$ cat src/rtl/ccg_stim_gen.sv
// Stimulus generator for the 29-input combinational benchmarks: emits a programmed
// number of LFSR, binary-count or walking-one vectors over a valid/ready stream.
module ccg_stim_gen #(
  parameter int          N_IN     = 29,
  parameter int          CNT_W    = 16,
  parameter logic [31:0] DEF_SEED = 32'h0000_0001
) (
  input  logic             clk,
  input  logic             rst_n,
  input  logic             start,
  input  logic             abort,
  input  logic [1:0]       mode,
  input  logic [CNT_W-1:0] num_vec,
  input  logic             seed_load,
  input  logic [31:0]      seed,
  output logic             out_valid,
  input  logic             out_ready,
  output logic [N_IN-1:0]  x,
  output logic [CNT_W-1:0] vec_idx,
  output logic             busy,
  output logic             done
);

  localparam int WP_W = (N_IN > 1) ? $clog2(N_IN) : 1;

  localparam logic [1:0] MODE_COUNT = 2'd1;
  localparam logic [1:0] MODE_WALK1 = 2'd2;

  typedef enum logic [1:0] {
    IDLE,
    RUN,
    DONE
  } state_t;

  state_t           state_reg, state_next;
  logic [31:0]      s_reg, s_next;
  logic [31:0]      s_load;
  logic [1:0]       mode_reg, mode_next;
  logic [CNT_W-1:0] num_vec_reg, num_vec_next;
  logic [CNT_W-1:0] vec_idx_reg, vec_idx_next;
  logic [WP_W-1:0]  walk_pos_reg, walk_pos_next;
  logic [N_IN-1:0]  walk_vec;

  // Mode 3 is reserved and behaves as LFSR; WALK1 derives x from its own position counter.
  function automatic logic [31:0] step_state(input logic [1:0] m, input logic [31:0] s);
    case (m)
      MODE_COUNT: step_state = s + 32'd1;
      MODE_WALK1: step_state = s;
      default:    step_state = {s[30:0], s[31] ^ s[21] ^ s[1] ^ s[0]};
    endcase
  endfunction

  always_ff @(posedge clk or negedge rst_n) begin
    if (!rst_n) begin
      state_reg    <= IDLE;
      s_reg        <= DEF_SEED;
      mode_reg     <= 2'd0;
      num_vec_reg  <= '0;
      vec_idx_reg  <= '0;
      walk_pos_reg <= '0;
    end else begin
      state_reg    <= state_next;
      s_reg        <= s_next;
      mode_reg     <= mode_next;
      num_vec_reg  <= num_vec_next;
      vec_idx_reg  <= vec_idx_next;
      walk_pos_reg <= walk_pos_next;
    end
  end

  always_comb begin
    state_next    = state_reg;
    s_next        = s_reg;
    mode_next     = mode_reg;
    num_vec_next  = num_vec_reg;
    vec_idx_next  = vec_idx_reg;
    walk_pos_next = walk_pos_reg;
    s_load        = seed_load ? seed : s_reg;

    case (state_reg)
      IDLE: begin
        // abort outranks both seed_load and start, leaving s untouched
        if (!abort) begin
          s_next = s_load;
          if (start) begin
            mode_next     = mode;
            num_vec_next  = num_vec;
            vec_idx_next  = '0;
            walk_pos_next = '0;
            if (mode != MODE_COUNT && mode != MODE_WALK1 && s_load == 32'd0)
              s_next = 32'h1;
            state_next = (num_vec == '0) ? DONE : RUN;
          end
        end
      end
      RUN: begin
        if (abort) begin
          state_next = IDLE;
        end else if (out_ready) begin
          vec_idx_next  = vec_idx_reg + 1'b1;
          walk_pos_next = (walk_pos_reg == WP_W'(N_IN - 1)) ? '0 : walk_pos_reg + 1'b1;
          s_next        = step_state(mode_reg, s_reg);
          if (vec_idx_reg == num_vec_reg - 1'b1)
            state_next = DONE;
        end
      end
      DONE: state_next = IDLE;
      default: state_next = IDLE;
    endcase
  end

  genvar gi;
  generate
    for (gi = 0; gi < N_IN; gi++) begin : g_walk
      assign walk_vec[gi] = (walk_pos_reg == WP_W'(gi));
    end
  endgenerate

  assign out_valid = (state_reg == RUN);
  assign busy      = (state_reg != IDLE);
  assign done      = (state_reg == DONE);
  assign vec_idx   = vec_idx_reg;
  assign x         = !out_valid ? '0 :
                     (mode_reg == MODE_WALK1) ? walk_vec : s_reg[N_IN-1:0];

endmodule

$ cat config.mk
export PLATFORM = sky130hd
export DESIGN_NAME = ccg_stim_gen
export DESIGN_NICKNAME = d
export VERILOG_FILES = /design/src/rtl/ccg_stim_gen.sv
export SDC_FILE = /design/constraint.sdc
export NUM_CORES = 1
export LEC_CHECK = 0
export ABC_CLOCK_PERIOD_IN_PS = 2740
export CORE_MARGIN = 2
export CORE_UTILIZATION = 54
export DETAILED_ROUTE_END_ITERATION = 10
export GPL_TIMING_DRIVEN = 0
export PLACE_DENSITY = 0.82
export SYNTH_ARGS = -nofsm -noshare
export SYNTH_HDL_FRONTEND = slang
export SYNTH_SLANG_ARGS = --single-unit
$ cat constraint.sdc
create_clock -name clk -period 2.74 [get_ports clk]
set_clock_uncertainty 0.2 [all_clocks]
set_input_delay 0.822 -clock clk [delete_from_list [all_inputs] [get_ports clk]]
set_output_delay 0.822 -clock clk [all_outputs]
set_load 0.05 [all_outputs]
==> impl_metrics.json, run 1 <==
{
  "status": "finished with violations",
  "violations": "negative setup slack",
  "synthCells": 695,
  "synth_warnings": 0,
  "cts_buffers": 9,
  "yosysTopAreaCell": "dfrtp_1",
  "core_area_mm2": 0.0102,
  "via_per_inst": 7.18,
  "grt_pass1_vias": 6507,
  "cp-end-kind": "output pin",
  "rsz0062_at_grt": "true",
  "finalCriticalPeriod_ns": 2.95,
  "worstReg2RegStart": "num_vec_reg[3]$_DFFE_PN0P_",
  "startpoint": "walk_pos_reg[1]$_DFFE_PN0P_",
  "root_buffer": "clkbuf_8",
  "num_antenna_cells": 0,
  "leakagePower_nw": 3.28,
  "boundaryPins": 104,
  "totalWireLength_um": 25900,
  "grtUsageMet2_pct": 66.6,
  "grt_max_degree": 49,
  "async_reset_ff_share_pct": 100,
  "peakVddDrop_uv": 845,
  "cts_tree": "built",
  "fmax_ghz": 0.338,
  "busiest_layer": "met2",
  "die_area_mm2": 0.0113,
  "dr.pass1.iters": 7,
  "synth_edf_count": 0,
  "grtUsageTotal_pct": 42.1,
  "crit_arrival_ns": 1.93,
  "placed_area_mm2": 0.00697,
  "slew_headroom_pct": 49.3,
  "placed_cells": 935,
  "drive_gt1_share_pct": 30.4,
  "drc": 0,
  "hold_buffers": 0,
  "num_rows": 37,
  "gp_congestion": 1.01,
  "finalSetupTns_ns": -3.35,
  "path_clk_slew_ns": 0.10,
  "synth_ff_type": "dfrtp_1",
  "synthTopCellsByArea": "dfrtp_1 32%, nor2_1 6.1%, xnor2_1 4.3%, a221o_1 4.2%, a22oi_1 4.1%",
  "fin_cells": 990,
  "drt_iter0_drc": 826,
  "required_ns": 1.72,
  "cts_max_level": 3,
  "dieWidth_um": 106,
  "largest_register_ffs": 32,
  "slew_violations": 0,
  "ys_ff_latch": 73,
  "overflow": 0,
  "cap_viol_max_count": 0,
  "finalCritPeriodShare_pct": 108,
  "startpoint_type": "flop",
  "synth.distinct_cells": 74,
  "port_buffers": 103,
  "nFillCells": 647,
  "finalInstanceArea_mm2": 0.00815,
  "critPathKind": "reg2out",
  "synth_top_area_share_pct": 31.8,
  "nets": 913,
  "grt_util_met3_pct": 10.1,
  "hold_viol_final": 0,
  "area_growth_pct": 43.8,
  "whs_ns": 0.133,
  "hold_path_class": "in2async",
  "ys_seq_area_share_pct": 32.3,
  "synth_most_common_cell": "nor2_1",
  "die_h_um": 106,
  "setup_viol": 30,
  "grt_use_met1_pct": 52.5,
  "wire_per_inst_um": 26.2,
  "synth_commonest_cells": "92 x nor2_1, 72 x dfrtp_1, 53 x nand2_1",
  "clock-sinks": 73,
  "syn-cell-area_mm2": 0.00566,
  "utilization_pct": 79.6,
  "start_util_pct": 55.4,
  "worst_skew_pair.late_latency_ns": 0.40,
  "critPathMaxFanout": 4,
  "syn-num-nets": 759,
  "ant_nets": 0,
  "synth.avg_cell_area_um2": 8.15,
  "tightest_slew_ns": 0.754,
  "antenna_found_initial": 0,
  "hpwl_um": 15900,
  "grt_pass1_wl_um": 36300,
  "worst_slack_ns": -0.215,
  "power_density_mw_per_mm2": 1060,
  "cts_buffer_depth": 2,
  "via_count": 7108
}
[cells by family (layout without fill, tap and decap cells)]
group,after synthesis,in the layout,synth area share [%]
AOI/OAI and AO/OA,175,175,22.7
DFF,73,73,32.3
buffers and inverters,70,229,5.04
adders and majority gates,8,8,1.77
xor gates and xnor gates,41,41,6.34
and+or+nand+nor,304,304,27.2
muxes,24,24,4.68
[area by class of cell]
type / count / area, um^2 / share of cell area (%)
plain buffers: 48 / 294 / 3.61
repair buffers: 153 / 1490 / 18.2
clock buffers: 10 / 128 / 1.57
flip-flops and latches: 73 / 1840 / 22.6
well taps: 136 / 170 / 2.09
inverters: 12 / 51.3 / 0.630
clock inverters: 6 / 45.0 / 0.553
multi-input cells: 552 / 4130 / 50.7
[critical path: stages (launching register included)]
cell     delay (ns)
dfrtp_2        0.49
inv_4          0.12
ha_4           0.18
nor2b_4        0.22
a22oi_1        0.09
nor2_1         0.22
buf_6          0.20
[layout by cell type, fill, tap and decap left out, drive strengths merged, types with 14 or more instances in the layout]
cell and count:
buf 95, nor2 92, dfrtp 72, nand2 53, clkbuf 47, clkdlybuf4s50 41, a21oi 33, a22oi 31
o21ai 29, nand3 29, xnor2 28, nor3 25, a221o 24, nor4 24, mux2 20, nand4 19
dlygate4sd2 17, and3 14
[what timing repair did]
action / in CTS / in global routing
endpoints found under the setup margin: 93 / 80
buffers inserted: 18 / 28
resized for setup: 362 / 63
cloned: 3 / 0
pin swaps: 30 / 41
[power breakdown]
| group | switching, mW | internal, mW | total [mW] | leakage [nW] |
|---|---|---|---|---|
| Combinational | 3.38 | 2.20 | 5.58 | 2.28 |
| Sequential | 0.787 | 1.48 | 2.27 | 0.914 |
| Clock | 0.493 | 0.330 | 0.823 | 0.0785 |
| Total | 4.66 | 4.01 | 8.67 | 3.28 |
[metal layers]
layer / up-vias / wire length (um)
met5: - / 0
met4: 0 / 1830
met2: 662 / 11600
met1: 3347 / 9070
li1: 2914 / -
met3: 185 / 3370
[path summary, 6_finish.rpt]
path / slack (ns) / cells after the start / end
min reg2reg: 0.37 / 1 / num_vec_reg[15]$_DFFE_PN0P_
min in group clk: 0.37 / 1 / num_vec_reg[15]$_DFFE_PN0P_
max reg2reg: 0.03 / 7 / state_reg[0]$_DFFE_PN0P_
min: 0.13 / 1 / s_reg[19]$_DFFE_PN0P_
max: -0.21 / 6 / x[5]
max in group asynchronous: 1.57 / 2 / s_reg[0]$_DFFE_PN1P_
[stage by stage]
stage / setup slack, ns / power (mW)
detailed placement: -1.17 / 6.50
finish: -0.215 / 8.67
floorplan: -0.116 / 5.06
CTS: -0.0778 / 7.89
global route: -0.222 / 8.94
global placement: -1.90 / 6.38
(Power assumes the default switching activity.)
==> run 2, diff against run 1 <==
--- a/config.mk
+++ b/config.mk
@@ -11,6 +11,7 @@
 export DETAILED_ROUTE_END_ITERATION = 10
 export GPL_TIMING_DRIVEN = 0
 export PLACE_DENSITY = 0.82
+export RECOVER_POWER = 50
 export SYNTH_ARGS = -nofsm -noshare
 export SYNTH_HDL_FRONTEND = slang
 export SYNTH_SLANG_ARGS = --single-unit
==> constraint.sdc (replaced) <==
create_clock -name clk -period 2.74 [get_ports clk]
set_clock_uncertainty 0.2 [all_clocks]
set_input_delay 0.411 -clock clk [delete_from_list [all_inputs] [get_ports clk]]
set_output_delay 0.411 -clock clk [all_outputs]
set_load 0.05 [all_outputs]
==> run 2 against run 1 <==
Net effect:
- the run now ends clean
- worst setup slack improved by 0.22 ns
- final cell count decreased by 3.6%
- flip-flop and latch count unchanged
- critical path depth decreased by 2
- sequential power decreased by 4%
- non-clock buffer count decreased by 36
- global-route usage decreased by 3.0 points
- combinational power decreased by 20%
- via count decreased by 7.9%
- count of clock-buffer cells in the layout unchanged
- sequential share of layout area increased by 2.6 points
- wire length decreased by 15%
- highest routed layer unchanged
==> impl_metrics.json, run 2 (synthesis results as in run 1) <==
{
  "status": "finished, final reports clean",
  "die_h_um": 106,
  "dieWidth_um": 106,
  "nets": 877,
  "cp-end-kind": "output pin",
  "power_density_mw_per_mm2": 1050,
  "tightest_slew_ns": 1.31,
  "antenna_found_initial": 0,
  "hold_path_class": "reg2reg",
  "worst_skew_pair.late_latency_ns": 0.39,
  "final-seq-area_mm2": 0.00183,
  "crit_arrival_ns": 2.13,
  "slew_headroom_pct": 12.9,
  "grtUsageTotal_pct": 39.1,
  "num_antenna_cells": 0,
  "path_cells": "buf_2, nand2b_1, clkinv_1, dlygate4sd2_1",
  "utilization_pct": 71.0,
  "root_buffer": "clkbuf_8",
  "dr.pass1.iters": 7,
  "multiInputGateArea_mm2": 0.00371,
  "via_per_inst": 6.86,
  "grt_util_met3_pct": 10.5,
  "totalWireLength_um": 22000,
  "drt_iter0_drc": 775,
  "finalCritPeriodShare_pct": 99.9,
  "largest_register_ffs": 32,
  "required_ns": 2.13,
  "drive_gt1_share_pct": 16.0,
  "grtUsageMet2_pct": 56.3,
  "grt_max_degree": 55,
  "startpoint_type": "flop",
  "path_clk_slew_ns": 0.08,
  "num_rows": 37,
  "dpl_worst_slack_ns": -0.772,
  "wire_per_inst_um": 23.0,
  "leakagePower_nw": 2.83,
  "overflow": 0,
  "area_growth_pct": 28.3,
  "clock-sinks": 73,
  "grt_pass1_wl_um": 33900,
  "cp-endpoint": "out_valid",
  "busiest_layer": "met2",
  "port_buffers": 103,
  "cap_viol_max_count": 0,
  "final_common_cell": "nor2_1",
  "fmax_ghz": 0.365,
  "worst_path_largest_cell_delay_ns": 0.56,
  "grt_pass1_vias": 6065,
  "via_count": 6546,
  "setup_viol": 0,
  "ant_nets": 0,
  "core_area_mm2": 0.0102,
  "grt_use_met1_pct": 56.1,
  "gp_congestion": 1.02,
  "mostFrequentLayoutCells": "91 x nor2_1, 70 x dfrtp_1, 66 x clkdlybuf4s50_1",
  "nFillCells": 784,
  "cts_buffers": 9,
  "hold_viol_final": 0,
  "drc": 0,
  "r2r_cells": 8,
  "rsz0062_at_grt": "true",
  "boundaryPins": 104,
  "startpoint": "state_reg[0]$_DFFE_PN0P_",
  "peakVddDrop_uv": 629,
  "finalCriticalPeriod_ns": 2.74,
  "worstReg2RegStart": "state_reg[0]$_DFFE_PN0P_",
  "slew_violations": 0,
  "reg2reg_slack_ns": 0.08,
  "cts_max_level": 3,
  "slowest_stage": "dlygate4sd2_1",
  "die_area_mm2": 0.0113,
  "r2r-end": "s_reg[9]$_DFFE_PN0P_",
  "cts_tree": "built",
  "start_util_pct": 55.4,
  "hpwl_um": 15600,
  "critPathKind": "reg2out",
  "worst_slack_ns": 0.00272,
  "critPathMaxFanout": 10,
  "cts_buffer_depth": 2
}
## run 2: through the flow
stage / instance area, um^2 / instances / hold WS, ns / setup TNS [ns] / power, mW
global route: 7260 / 954 / 0.385 / -0.416 / 7.99
finish: 7260 / 954 / 0.365 / 0 / 7.65
global placement: 6860 / 934 / 0.317 / -149.71 / 6.28
floorplan: 5660 / 695 / -0.0846 / 0 / 4.95
CTS: 7270 / 953 / 0.247 / -0.0450 / 7.42
detailed placement: 6890 / 935 / 0.121 / -38.39 / 6.41
## run 2: area by class of cell
type,count,share of cell area (%)
Multi-Input combinational cell,552,51.1
Clock inverter,6,1.26
Sequential cell,73,25.2
Clock buffer,10,1.89
Buffer,50,3.34
Tap cell,136,2.34
Inverter,12,0.620
Timing Repair Buffer,115,14.3
## run 2: timing repair
| item | in CTS | in global routing |
|---|---|---|
| gates resized for setup | 129 | 85 |
| pin swaps | 4 | 1 |
| hold buffers | 1 | 0 |
| endpoints found under the setup margin | 76 | 70 |
| endpoints found under the hold margin | 19 | 0 |
| buffers inserted | 5 | 5 |
## run 2: power by group
group / internal [mW] / switching (mW)
registers: 1.48 / 0.693
logic: 1.59 / 2.88
clock network: 0.538 / 0.467
## run 2: worst min-delay path by stage
stage	depth (start not counted)	from	to
4_1_cts	2	rst_n	vec_idx[13]$_DFFE_PN0P_
2_1_floorplan	0	rst_n	mode_reg[0]$_DFFE_PN0P_
3_3_place_gp	1	num_vec_reg[15]$_DFFE_PN0P_	num_vec_reg[15]$_DFFE_PN0P_
5_1_grt	1	num_vec_reg[15]$_DFFE_PN0P_	num_vec_reg[15]$_DFFE_PN0P_
6_report	1	num_vec_reg[15]$_DFFE_PN0P_	num_vec_reg[15]$_DFFE_PN0P_
3_5_place_dp	1	rst_n	vec_idx[13]$_DFFE_PN0P_
## run 2: per-layer routing
| metal | up-vias | part of all wire, % |
|---|---|---|
| li1 | 2830 | - |
| met1 | 3115 | 40 |
| met2 | 520 | 43 |
| met3 | 81 | 13 |
| met4 | 0 | 3.2 |
| met5 | - | 0 |
## run 2: critical path, delay by kind of cell (launching register included)
family	cells	cell delay, ns
flip-flops	1	0.36
AND/OR/NAND/NOR	1	0.23
buffers and inverters	3	1.16
==> run 3, diff against run 2 <==
--- a/config.mk
+++ b/config.mk
@@ -7,10 +7,9 @@
 export LEC_CHECK = 0
 export ABC_CLOCK_PERIOD_IN_PS = 2740
 export CORE_MARGIN = 2
-export CORE_UTILIZATION = 54
+export CORE_UTILIZATION = 35
 export DETAILED_ROUTE_END_ITERATION = 10
 export GPL_TIMING_DRIVEN = 0
-export PLACE_DENSITY = 0.82
 export RECOVER_POWER = 50
 export SYNTH_ARGS = -nofsm -noshare
 export SYNTH_HDL_FRONTEND = slang
==> run 3 against run 2 <==
Net effect:
- worst setup slack improved by 0.033 ns
- maximum frequency rose by 1.2%
- largest cell class unchanged
- cell area rose by 4.6%
- critical endpoint is now s_reg[9]$_DFFE_PN0P_
- sequential share of layout area fell by 1.1 points
- highest routed layer unchanged
- via count fell by 3.2%
- wire length rose by 6.8%
==> impl_metrics.json, run 3 (synthesis results as in run 1) <==
{
  "status": "finished, final reports clean",
  "fin_cells": 1034,
  "utilization_pct": 48.0,
  "whs_ns": 0.173,
  "path_cells": "or4_1, o22a_1, nor4_4, and3_4, o31ai_4, buf_6, a221o_1",
  "clkPwrFrac_pct": 15.0,
  "rsz0062_at_grt": "true",
  "p_int_mw": 3.83,
  "hold_viol_final": 0,
  "cap_viol_max_count": 0,
  "drc": 0,
  "critPathBufInv": 1,
  "placed_cells": 1015,
  "critPathKind": "reg2reg",
  "num_antenna_cells": 0,
  "switching_share_pct": 51.6,
  "largest_register_ffs": 32,
  "startpoint_type": "flop",
  "hold_path_class": "in2reg",
  "root_buffer": "clkbuf_16",
  "totalWireLength_um": 23500,
  "critPathTopFamily": "simple AND/OR/NAND/NOR gates",
  "final_common_cell": "nor2_1",
  "dr.pass1.iters": 5,
  "p_switching_mw": 4.09,
  "mostFrequentLayoutCells": "90 x nor2_1, 71 x dfrtp_1, 65 x clkdlybuf4s50_1",
  "via_per_inst": 6.13,
  "drive_gt1_share_pct": 16.9,
  "nets": 879,
  "critPathMaxFanout": 7,
  "power_mw": 7.92,
  "grt_pass1_vias": 6090,
  "path_clk_slew_ns": 0.06,
  "worst_slack_ns": 0.0354,
  "peakVddDrop_uv": 522,
  "crit_arrival_ns": 2.73,
  "gp_congestion": 0.932,
  "clock-sinks": 73,
  "slew_violations": 0,
  "grtUsageTotal_pct": 26.5,
  "dieWidth_um": 131,
  "setup_viol": 0,
  "overflow": 0,
  "drt_iter0_drc": 845,
  "via_count": 6334,
  "cts_buffers": 9,
  "start_util_pct": 35.8,
  "port_buffers": 103,
  "finalInstanceArea_mm2": 0.00760,
  "core_area_mm2": 0.0158,
  "cp-end-kind": "flop",
  "fmax_ghz": 0.370,
  "finalSetupTns_ns": 0,
  "cts_buffer_depth": 2,
  "boundaryPins": 104,
  "leakagePower_nw": 2.95,
  "required_ns": 2.76,
  "ant_nets": 0,
  "finalCritPeriodShare_pct": 98.7,
  "hpwl_um": 17100,
  "die_area_mm2": 0.0172,
  "finalCriticalPeriod_ns": 2.70,
  "antenna_found_initial": 0,
  "slew_headroom_pct": 24.8,
  "wire_per_inst_um": 22.7,
  "slowest_stage": "or4_1",
  "worst_skew_pair.late_latency_ns": 0.35,
  "die_h_um": 131,
  "power_density_mw_per_mm2": 1040,
  "power_frac_comb_pct": 56.0,
  "worst_path_largest_cell_delay_ns": 0.51,
  "grt_pass1_wl_um": 35500,
  "num_rows": 46,
  "cts_max_level": 3,
  "cts_tree": "built",
  "seqPwrFrac_pct": 29.0,
  "tightest_slew_ns": 1.13,
  "dpl_worst_slack_ns": -0.765,
  "grt_max_degree": 59,
  "area_growth_pct": 34.2,
  "placed_area_mm2": 0.00699
}
run 3: changes by cell type in the layout (fill, tap and decap cells not counted), sizes merged:
cell and delta:
clkdlybuf4s15 +17, clkbuf -11, buf -5, dlygate4sd3 -3, dlymetal6s2s +3, bufinv -1
clkdlybuf4s50 -1, clkinv +1, clkinvlp -1, dlygate4sd2 +1
run 3: routing by layer:
layer	wire length (um)	up-vias	global-route usage, %
met3	1920	57	4.75
met5	0	-	0
met1	10500	3106	37.7
li1	-	2836	-
met2	10400	335	40.3
met4	599	0	9.42
run 3: timing repair:
item,CTS,global route
pin swaps,3,24
endpoints found under the setup margin,79,59
resized for setup,127,68
endpoints found under the hold margin,15,0
hold buffers,1,0
cloned,0,2
buffers inserted,4,10
run 3: power by group through the flow:
stage,sequential (mW),clock (mW),combinational [mW]
2_1_floorplan,1.90,0,3.05
5_1_grt,2.35,1.24,4.76
6_report,2.30,1.19,4.43
4_1_cts,2.15,1.21,4.35
3_5_place_dp,2.04,0,4.47
3_3_place_gp,2.03,0,4.40
run 3: path summary, 6_finish.rpt:
kind	from	end	slack (ns)	cells past startpoint
max	s_reg[6]$_DFFE_PN0P_	s_reg[9]$_DFFE_PN0P_	0.04	7
min	seed[3]	s_reg[3]$_DFFE_PN0P_	0.17	2
max reg2reg	s_reg[6]$_DFFE_PN0P_	s_reg[9]$_DFFE_PN0P_	0.04	7
min reg2reg	num_vec_reg[15]$_DFFE_PN0P_	num_vec_reg[15]$_DFFE_PN0P_	0.36	1
max in group asynchronous	rst_n	s_reg[0]$_DFFE_PN1P_	0.82	3
min in group asynchronous	rst_n	walk_pos_reg[1]$_DFFE_PN0P_	0.60	2
run 3: cell type report:
cell class,instances,area (um^2)
fillers,1528,8230
multi-input cells,552,3750
flip-flops and latches,73,1830
repair buffers,121,1190
well taps,216,270
plain buffers,46,229
clock buffers,9,225
clock inverters,5,58.8
inverters,12,45.0
